[src/rtl/ipsum_noc_pkg.sv]
// ipsum_noc_pkg
// Shared types and constants for the ipsum NoC transmit controller:
//   state_t    - controller FSM states (IDLE, RUN, FLUSH, DONE)
//   PACK_DEF   - default number of 16-bit lanes per GON word
//   LANE_CNT_W - width of a counter that can hold 0..PACK_DEF
package ipsum_noc_pkg;

    typedef enum logic [1:0] {
        IDLE  = 2'd0,
        RUN   = 2'd1,
        FLUSH = 2'd2,
        DONE  = 2'd3
    } state_t;

    localparam int PACK_DEF   = 4;
    localparam int LANE_CNT_W = $clog2(PACK_DEF + 1);

endpackage

[src/rtl/ipsum_noc_controller_psum_packer.sv]
// psum_packer
// Lane accumulator plus output register for the ipsum transmit path.
// A read issued in cycle k lands its data in lane r_fill in cycle k+1.
// A packet is sealed once all of its reads are issued (PACK lanes, or the
// last element of a row). When the sealed packet has fully landed it moves
// into the output register, which drains into the GON FIFO when not full.
// Ports:
//   clk, reset          clock, asynchronous active-low reset
//   i_issue             a read is being issued this cycle
//   i_last_in_row       the issued read is the last element of its row
//   i_row_tag/i_col_tag tags of the issued read's packet
//   i_din               read data landing this cycle (valid when a read is inflight)
//   i_full              GON FIFO back-pressure
//   o_can_issue         a read issued now has a lane to land in
//   o_drained           nothing left after this cycle (no lanes, inflight or output)
//   o_we, o_dout, o_row_tag, o_col_tag   GON FIFO write interface
module psum_packer
    import ipsum_noc_pkg::*;
#(
    parameter int DATA_WIDTH    = 16,
    parameter int PACK          = PACK_DEF,
    parameter int ROW_TAG_WIDTH = 4,
    parameter int COL_TAG_WIDTH = 4
) (
    input  logic                          clk,
    input  logic                          reset,
    input  logic                          i_issue,
    input  logic                          i_last_in_row,
    input  logic [ROW_TAG_WIDTH-1:0]      i_row_tag,
    input  logic [COL_TAG_WIDTH-1:0]      i_col_tag,
    input  logic [DATA_WIDTH-1:0]         i_din,
    input  logic                          i_full,
    output logic                          o_can_issue,
    output logic                          o_drained,
    output logic                          o_we,
    output logic [PACK*DATA_WIDTH-1:0]    o_dout,
    output logic [ROW_TAG_WIDTH-1:0]      o_row_tag,
    output logic [COL_TAG_WIDTH-1:0]      o_col_tag
);

    localparam int CNT_W = $clog2(PACK + 1);
    localparam int GW    = PACK * DATA_WIDTH;

    logic                     r_infl;
    logic [CNT_W-1:0]         r_fill;
    logic [CNT_W-1:0]         r_issued;
    logic                     r_seal;
    logic [GW-1:0]            r_lanes;
    logic [ROW_TAG_WIDTH-1:0] r_row;
    logic [COL_TAG_WIDTH-1:0] r_col;
    logic [GW-1:0]            r_out_data;
    logic [ROW_TAG_WIDTH-1:0] r_out_row;
    logic [COL_TAG_WIDTH-1:0] r_out_col;
    logic                     r_out_valid;

    logic                     w_we;
    logic                     w_xfer;
    logic [CNT_W-1:0]         w_issued_nxt;
    logic [GW-1:0]            w_merged;

    assign w_we   = r_out_valid & ~i_full;
    // A sealed packet moves out once its final lane lands (or already has)
    // and the output register is free or draining this cycle.
    assign w_xfer = r_seal & (~r_out_valid | w_we);
    // Stop reading while the output register is stalled, so a held FIFO
    // full costs at most one packet of reads plus one.
    assign o_can_issue  = (~r_seal | w_xfer) & ~(r_out_valid & i_full);
    assign o_drained    = ~r_infl & (r_fill == CNT_W'(0)) & ~r_seal & (~r_out_valid | w_we);
    assign w_issued_nxt = (w_xfer ? CNT_W'(0) : r_issued) + CNT_W'(1);

    assign o_we      = w_we;
    assign o_dout    = r_out_data;
    assign o_row_tag = r_out_row;
    assign o_col_tag = r_out_col;

    // Lane image including the word landing this cycle.
    always_comb begin
        w_merged = r_lanes;
        for (int i = 0; i < PACK; i++) begin
            if (r_infl && (r_fill == CNT_W'(i))) begin
                w_merged[i*DATA_WIDTH +: DATA_WIDTH] = i_din;
            end else begin
                w_merged[i*DATA_WIDTH +: DATA_WIDTH] = r_lanes[i*DATA_WIDTH +: DATA_WIDTH];
            end
        end
    end

    // Accumulator, seal tracking and output register.
    always_ff @(posedge clk or negedge reset) begin
        if (!reset) begin
            r_infl      <= 1'b0;
            r_fill      <= CNT_W'(0);
            r_issued    <= CNT_W'(0);
            r_seal      <= 1'b0;
            r_lanes     <= GW'(0);
            r_row       <= ROW_TAG_WIDTH'(0);
            r_col       <= COL_TAG_WIDTH'(0);
            r_out_data  <= GW'(0);
            r_out_row   <= ROW_TAG_WIDTH'(0);
            r_out_col   <= COL_TAG_WIDTH'(0);
            r_out_valid <= 1'b0;
        end else begin
            r_infl <= i_issue;
            if (w_xfer) begin
                // Cleared lanes give the zero padding of short packets.
                r_out_data  <= w_merged;
                r_out_row   <= r_row;
                r_out_col   <= r_col;
                r_out_valid <= 1'b1;
                r_lanes     <= GW'(0);
                r_fill      <= CNT_W'(0);
                r_issued    <= CNT_W'(0);
                r_seal      <= 1'b0;
            end else begin
                if (r_infl) begin
                    r_lanes <= w_merged;
                    r_fill  <= r_fill + CNT_W'(1);
                end
                if (w_we) begin
                    r_out_data  <= GW'(0);
                    r_out_row   <= ROW_TAG_WIDTH'(0);
                    r_out_col   <= COL_TAG_WIDTH'(0);
                    r_out_valid <= 1'b0;
                end
            end
            // A new read may start the next packet in the same cycle the
            // previous one transfers; it overrides the cleared counters.
            if (i_issue) begin
                r_issued <= w_issued_nxt;
                r_seal   <= i_last_in_row | (w_issued_nxt == CNT_W'(PACK));
                r_row    <= i_row_tag;
                r_col    <= i_col_tag;
            end
        end
    end

endmodule

[src/rtl/ipsum_noc_controller.sv]
// ipsum_noc_controller
// Transmit-side NoC controller for input psums. Walks (n, m, e, F) with F
// fastest, reads 16-bit ipsums from the GLB at
//   addr = ((idx4*m + idx3)*e + idx2)*F + idx1
// and hands them to psum_packer, which builds PACK-lane GON words tagged with
// row (idx2) and col (idx3 mod t, restarting at each new batch).
// Ports: clk, reset (async active-low), start, done, F, m, n, e, t,
//   addr, re_to_glb, din (GLB read, data one cycle after re_to_glb),
//   we_to_gon_fifo, dout, gon_fifo_full, row_tag, col_tag (GON FIFO side).
// Optional build macro IPSUM_ZERO_INIT_EN adds input zero_init: when sampled
// high with start, no GLB reads are made and every lane is filled with zero.
module ipsum_noc_controller
    import ipsum_noc_pkg::*;
#(
    parameter int F_WIDTH       = 6,
    parameter int m_WIDTH       = 10,
    parameter int n_WIDTH       = 3,
    parameter int e_WIDTH       = 8,
    parameter int t_WIDTH       = 3,
    parameter int DATA_WIDTH    = 16,
    parameter int PACK          = PACK_DEF,
    parameter int ROW_TAG_WIDTH = 4,
    parameter int COL_TAG_WIDTH = 4,
    parameter int ADDR_WIDTH    = 20
) (
    input  logic                          clk,
    input  logic                          reset,
    input  logic                          start,
`ifdef IPSUM_ZERO_INIT_EN
    input  logic                          zero_init,
`endif
    output logic                          done,
    input  logic [F_WIDTH-1:0]            F,
    input  logic [m_WIDTH-1:0]            m,
    input  logic [n_WIDTH-1:0]            n,
    input  logic [e_WIDTH-1:0]            e,
    input  logic [t_WIDTH-1:0]            t,
    output logic [ADDR_WIDTH-1:0]         addr,
    output logic                          re_to_glb,
    input  logic [DATA_WIDTH-1:0]         din,
    output logic                          we_to_gon_fifo,
    output logic [PACK*DATA_WIDTH-1:0]    dout,
    input  logic                          gon_fifo_full,
    output logic [ROW_TAG_WIDTH-1:0]      row_tag,
    output logic [COL_TAG_WIDTH-1:0]      col_tag
);

    localparam int AW = ADDR_WIDTH;

    state_t                   r_state;
    state_t                   w_state_nxt;
    logic [F_WIDTH-1:0]       r_F;
    logic [m_WIDTH-1:0]       r_m;
    logic [n_WIDTH-1:0]       r_n;
    logic [e_WIDTH-1:0]       r_e;
    logic [t_WIDTH-1:0]       r_t;
    logic [F_WIDTH-1:0]       r_idx1;
    logic [e_WIDTH-1:0]       r_idx2;
    logic [m_WIDTH-1:0]       r_idx3;
    logic [n_WIDTH-1:0]       r_idx4;
    logic [COL_TAG_WIDTH-1:0] r_ctag;

    logic                     w_issue;
    logic                     w_can_issue;
    logic                     w_drained;
    logic                     w_cfg_zero;
    logic                     w_l1;
    logic                     w_l2;
    logic                     w_l3;
    logic                     w_l4;
    logic                     w_last;
    logic                     w_zero;
    logic [DATA_WIDTH-1:0]    w_din;

`ifdef IPSUM_ZERO_INIT_EN
    logic r_zero;
    assign w_zero = r_zero;
`else
    assign w_zero = 1'b0;
`endif

    assign w_cfg_zero = (F == F_WIDTH'(0)) | (m == m_WIDTH'(0)) | (n == n_WIDTH'(0)) |
                        (e == e_WIDTH'(0)) | (t == t_WIDTH'(0));
    assign w_l1   = (r_idx1 == r_F - F_WIDTH'(1));
    assign w_l2   = (r_idx2 == r_e - e_WIDTH'(1));
    assign w_l3   = (r_idx3 == r_m - m_WIDTH'(1));
    assign w_l4   = (r_idx4 == r_n - n_WIDTH'(1));
    assign w_last = w_l1 & w_l2 & w_l3 & w_l4;

    // Evaluating in ADDR_WIDTH arithmetic yields exactly the low bits of the
    // full-width result, since + and * are closed modulo 2**ADDR_WIDTH.
    assign addr = ((AW'(r_idx4) * AW'(r_m) + AW'(r_idx3)) * AW'(r_e) + AW'(r_idx2)) * AW'(r_F)
                  + AW'(r_idx1);

    assign re_to_glb = w_issue & ~w_zero;
    assign w_din     = w_zero ? DATA_WIDTH'(0) : din;
    assign done      = (r_state == DONE);

    // FSM state register.
    always_ff @(posedge clk or negedge reset) begin
        if (!reset) begin
            r_state <= IDLE;
        end else begin
            r_state <= w_state_nxt;
        end
    end

    // Next state and read issue.
    always_comb begin
        w_state_nxt = r_state;
        w_issue     = 1'b0;
        case (r_state)
            IDLE: begin
                if (start) begin
                    w_state_nxt = w_cfg_zero ? DONE : RUN;
                end else begin
                    w_state_nxt = IDLE;
                end
            end
            RUN: begin
                w_issue = w_can_issue;
                if (w_can_issue && w_last) begin
                    w_state_nxt = FLUSH;
                end else begin
                    w_state_nxt = RUN;
                end
            end
            FLUSH: begin
                if (w_drained) begin
                    w_state_nxt = DONE;
                end else begin
                    w_state_nxt = FLUSH;
                end
            end
            DONE: begin
                w_state_nxt = IDLE;
            end
            default: begin
                w_state_nxt = IDLE;
            end
        endcase
    end

    // Configuration latch, index walk and col-tag counter.
    always_ff @(posedge clk or negedge reset) begin
        if (!reset) begin
            r_F    <= F_WIDTH'(0);
            r_m    <= m_WIDTH'(0);
            r_n    <= n_WIDTH'(0);
            r_e    <= e_WIDTH'(0);
            r_t    <= t_WIDTH'(0);
            r_idx1 <= F_WIDTH'(0);
            r_idx2 <= e_WIDTH'(0);
            r_idx3 <= m_WIDTH'(0);
            r_idx4 <= n_WIDTH'(0);
            r_ctag <= COL_TAG_WIDTH'(0);
`ifdef IPSUM_ZERO_INIT_EN
            r_zero <= 1'b0;
`endif
        end else if ((r_state == IDLE) && start) begin
            r_F    <= F;
            r_m    <= m;
            r_n    <= n;
            r_e    <= e;
            r_t    <= t;
            r_idx1 <= F_WIDTH'(0);
            r_idx2 <= e_WIDTH'(0);
            r_idx3 <= m_WIDTH'(0);
            r_idx4 <= n_WIDTH'(0);
            r_ctag <= COL_TAG_WIDTH'(0);
`ifdef IPSUM_ZERO_INIT_EN
            r_zero <= zero_init;
`endif
        end else if (w_issue) begin
            if (!w_l1) begin
                r_idx1 <= r_idx1 + F_WIDTH'(1);
            end else begin
                r_idx1 <= F_WIDTH'(0);
                if (!w_l2) begin
                    r_idx2 <= r_idx2 + e_WIDTH'(1);
                end else begin
                    r_idx2 <= e_WIDTH'(0);
                    if (!w_l3) begin
                        r_idx3 <= r_idx3 + m_WIDTH'(1);
                        // Channel counter mod t.
                        if (r_ctag == COL_TAG_WIDTH'(r_t - t_WIDTH'(1))) begin
                            r_ctag <= COL_TAG_WIDTH'(0);
                        end else begin
                            r_ctag <= r_ctag + COL_TAG_WIDTH'(1);
                        end
                    end else begin
                        r_idx3 <= m_WIDTH'(0);
                        r_idx4 <= r_idx4 + n_WIDTH'(1);
                        r_ctag <= COL_TAG_WIDTH'(0);
                    end
                end
            end
        end
    end

    psum_packer #(
        .DATA_WIDTH    (DATA_WIDTH),
        .PACK          (PACK),
        .ROW_TAG_WIDTH (ROW_TAG_WIDTH),
        .COL_TAG_WIDTH (COL_TAG_WIDTH)
    ) u_packer (
        .clk           (clk),
        .reset         (reset),
        .i_issue       (w_issue),
        .i_last_in_row (w_l1),
        .i_row_tag     (ROW_TAG_WIDTH'(r_idx2)),
        .i_col_tag     (r_ctag),
        .i_din         (w_din),
        .i_full        (gon_fifo_full),
        .o_can_issue   (w_can_issue),
        .o_drained     (w_drained),
        .o_we          (we_to_gon_fifo),
        .o_dout        (dout),
        .o_row_tag     (row_tag),
        .o_col_tag     (col_tag)
    );

endmodule
[config.mk]
export PLATFORM = sky130hd
export DESIGN_NAME = ipsum_noc_controller
export DESIGN_NICKNAME = d
export VERILOG_FILES = /design/src/rtl/ipsum_noc_pkg.sv /design/src/rtl/ipsum_noc_controller_psum_packer.sv /design/src/rtl/ipsum_noc_controller.sv
export SDC_FILE = /design/constraint.sdc
export NUM_CORES = 1
export LEC_CHECK = 0
export ABC_AREA = 0
export BUFFER_PORTS_ARGS = -buffer_cell sky130_fd_sc_hd__buf_4
export CORE_UTILIZATION = 35
export CTS_CLUSTER_DIAMETER = 40
export CTS_CLUSTER_SIZE = 40
export DETAILED_ROUTE_END_ITERATION = 7
export PLACE_DENSITY = 0.49
export SETUP_SLACK_MARGIN = 0.5
export SYNTH_ARGS = -nofsm -noshare
export SYNTH_HDL_FRONTEND = slang
export SYNTH_SLANG_ARGS = --single-unit
[constraint.sdc]
create_clock -name clk -period 15.2 [get_ports clk]
set_input_delay 4.56 -clock clk [delete_from_list [all_inputs] [get_ports clk]]
set_output_delay 4.56 -clock clk [all_outputs]
set_load 0.05 [all_outputs]
==> metrics.md <==
| Metric | Value |
|---|---|
| Status | `finished with violations` |
| Failing checks | `negative setup slack` |
| Fin area | `21,500 µm²` |
| Top-area cell type share of the netlist area | `0.307` |
| Area after DPL | `19,900 µm²` |
| Worst-margin pin slew | `1.18 ns` |
| Async set-reset flop share out of synthesis | `1.00` |
| Slowest cell on the critical path | `fa_1` |
| Post-layout util | `0.436` |
| CTS Root Cell | `clkbuf_16` |
| Post-synth EDFFs | `0` |
| Data required, critical path | `10.64 ns` |
| Routed vias/inst | `4.89` |
| Crit. End Element | `output pin` |
| Vias in the first global route | `14,000` |
| Setup violators final | `1` |
| Area contributors post-synth | `dfrtp_1 31%, fa_1 18%, ha_1 8.2%` |
| Rows | `81` |
| Fin crit share | `1.01` |
| Post-route setup slack | `-0.143 ns` |
| Worst rel slew slack | `0.211` |
| Post-Route Skew | `0.0133 ns` |
| RSZ-0062 raised after global routing | `yes` |
| GRT overflow | `0` |
| Crit path max fanout | `4` |
| Clock Path Buffers | `3` |
| Final ANT Viol Nets | `0` |
| Crit path top cell by count | `fa_1` |
| # port buffers | `144` |
| Seq. cell area | `5410 µm²` |
| Die W | `226 µm` |
| Total CTS buffers | `28` |
| Hold Crit Class | `reg -> reg` |
| Drt total wl | `45.3 mm` |
| Worst R2R Path Depth | `10` |
| Synthesized area per cell | `9.42 µm²` |
| Hold Crit Depth | `2` |
| Final nets | `2,365` |
| CP peak stage delay | `0.54 ns` |
| Layout cell share with drive strength beyond 1 | `0.199` |
| CTS clock-pin slew for the worst setup and hold paths | `0.06 ns` |
| Post-layout min period | `15.34 ns` |
| Max-cap viol count | `0` |
| Startpoint Class | `flip-flop` |
| Drt pass-1 iters | `5` |
| # DRC | `0` |
| Fill cells | `4,831` |
| Placed wire-length estimate | `33.7 mm` |
| Starting Density | `0.357` |
| Clk_lat worst skew | `0.54 ns` |
| Largest net degree at the start of global routing | `120` |
| Hold buffer count at cts | `0` |
| FMAX | `0.0652 GHz` |
| Fin. Hold Viols | `0` |
| DRT iter0 DRCs | `728` |
| Io pins | `145` |
| Max-slew violation count | `0` |
| ANT cells | `0` |
| Die height | `226 µm` |
| Vias | `13,300` |
| Synthesized area | `17,600 µm²` |
| CTS tree | `yes` |
| # H-tree levels | `1` |
| Core ar. | `49,300 µm²` |
| RePlAce Congestion | `0.814` |
| Seq/Total Area, Yosys | `0.307` |
| Ys flop type | `dfrtp_1` |
| Die Footprint | `51,200 µm²` |
| Ys Warns | `0` |
| Total track usage | `0.181` |
| Post-synthesis cell type count | `68` |
| Layout area overhead | `22.1%` |
| DR WL/cell | `16.6 µm` |
| Synth area leader | `dfrtp_1` |
| Syn nets | `2,193` |
| CP Class | `reg -> out` |
| Global-route wire length before repair | `74.3 mm` |
| Synthesized flop and latch total | `216` |
| Clock Sinks | `216` |
| Cells after synthesis | `1,868` |
| Initial antenna violation count | `0` |
| Area of the multi-input gates | `11,800 µm²` |
| Critical path arrival | `10.78 ns` |
## path summary, 6_finish.rpt
check	startpoint	end	slack, ns
max	r_m[2]$_DFFE_PN0P_	addr[19]	-0.14
min	u_packer.r_col[1]$_DFFE_PN0P_	u_packer.o_col_tag[1]$_DFFE_PN0P_	0.48
max reg2reg	r_F[1]$_DFFE_PN0P_	r_idx3[8]$_DFFE_PN0P_	11.02
min reg2reg	u_packer.r_col[1]$_DFFE_PN0P_	u_packer.o_col_tag[1]$_DFFE_PN0P_	0.48
max in group asynchronous	reset	r_idx4[0]$_DFFE_PN0P_	8.93
min in group asynchronous	reset	u_packer.o_dout[24]$_DFFE_PN0P_	4.00
## area by class of cell
class | count | share of cell area
clock buffer | 32 | 0.0352
clock inverter | 20 | 0.00746
inverter | 211 | 0.0369
multi-input combinational | 1356 | 0.548
sequential | 216 | 0.252
tap | 664 | 0.0387
timing repair buffer | 227 | 0.0820
## per-stage QoR
| stage | TNS (ns) | worst slack, ns | instances | hold slack, ns |
|---|---|---|---|---|
| after floorplan | 0 | 0.489 | 1868 | 0.439 |
| after global placement | 0 | 0.116 | 2650 | 0.452 |
| after detailed placement | 0 | 0.0806 | 2650 | 0.469 |
| after CTS | -0.211 | -0.211 | 2715 | 0.483 |
| after global routing | -1.24 | -0.585 | 2726 | 0.503 |
| final | -0.143 | -0.143 | 2726 | 0.476 |
## registers in the layout, indices dropped and copies added (netlist names)
register,cells
u_packer.r_infl,1
u_packer.o_col_tag,4
u_packer.r_lanes,64
u_packer.r_issued,3
u_packer.r_row,4
u_packer.o_row_tag,4
r_idx4,3
u_packer.r_col,4
u_packer.o_dout,64
r_e,8
r_F,6
r_t,3
u_packer.r_seal,1
r_n,3
r_state,2
r_m,10
r_ctag,4
u_packer.r_out_valid,1
r_idx2,8
r_idx3,10
u_packer.r_fill,3
r_idx1,6
## cell usage in the layout (no fill, tap or decap), types with 18 or more instances in the layout
cell type and count:
fa_1 159, nor2_1 112, a21oi_1 26, nand2_1 207
and2_1 106, ha_4 25, xnor2_1 56, clkbuf_16 29
mux2_2 21, ha_1 87, dfrtp_1 215, xor2_1 21
o21ai_0 124, nand3_1 95, nor3_1 18, inv_1 207
buf_4 213, mux2i_1 67
## synthesized netlist by cell type, types with 4 or more instances
cell type and instances:
nor3_1 20, and3_1 9, nor2_1 117, or3_1 10, nand2b_1 18, clkbuf_1 74
a21oi_1 35, fa_1 160, xor2_1 23, ha_1 115, a21o_1 17, nor2b_1 16
o21a_1 9, nor4_1 11, mux2_2 21, dfrtp_1 216, buf_1 6, xnor2_1 69
o21ai_0 133, a211oi_1 9, and2_1 112, inv_1 211, mux2i_1 67, o31ai_1 6
a31oi_1 5, nand2_1 216, o31a_1 4, nand3_1 97
## logic make-up after synthesis
group / synth area share
AND/OR/NAND/NOR: 0.175
AO/OA/AOI/OAI: 0.0883
multiplexers: 0.0516
XOR/XNOR: 0.0496
flip-flops: 0.307
buffers and inverters: 0.0642
adder cells (fa/ha/maj): 0.264
## per-layer routing
metal / up-vias / track usage / part of all wire
met3: 50 / 0.0213 / 0.031
met5: - / 0 / 0
met4: 0 / 0.0301 / 0.015
li1: 6450 / - / -
met1: 6597 / 0.253 / 0.48
met2: 222 / 0.305 / 0.47
## timing repair
action / CTS / global route
endpoints found under the setup margin: 8 / 9
resized for setup: 58 / 39
buffers inserted: 13 / 11
endpoints found under the hold margin: 0 / 0
pin swaps: 45 / 25
## critical path, delay by kind of cell (launching register included)
kind	cells	cell delay, ns
fa+ha+maj	13	5.32
compound gates	12	2.54
xor+xnor	4	0.77
simple gates	6	0.70
flops	1	0.44
buf+inv	7	0.44
Power is not shown: default switching activity piles up to over one toggle a cycle in this logic, so the estimate is an artifact.
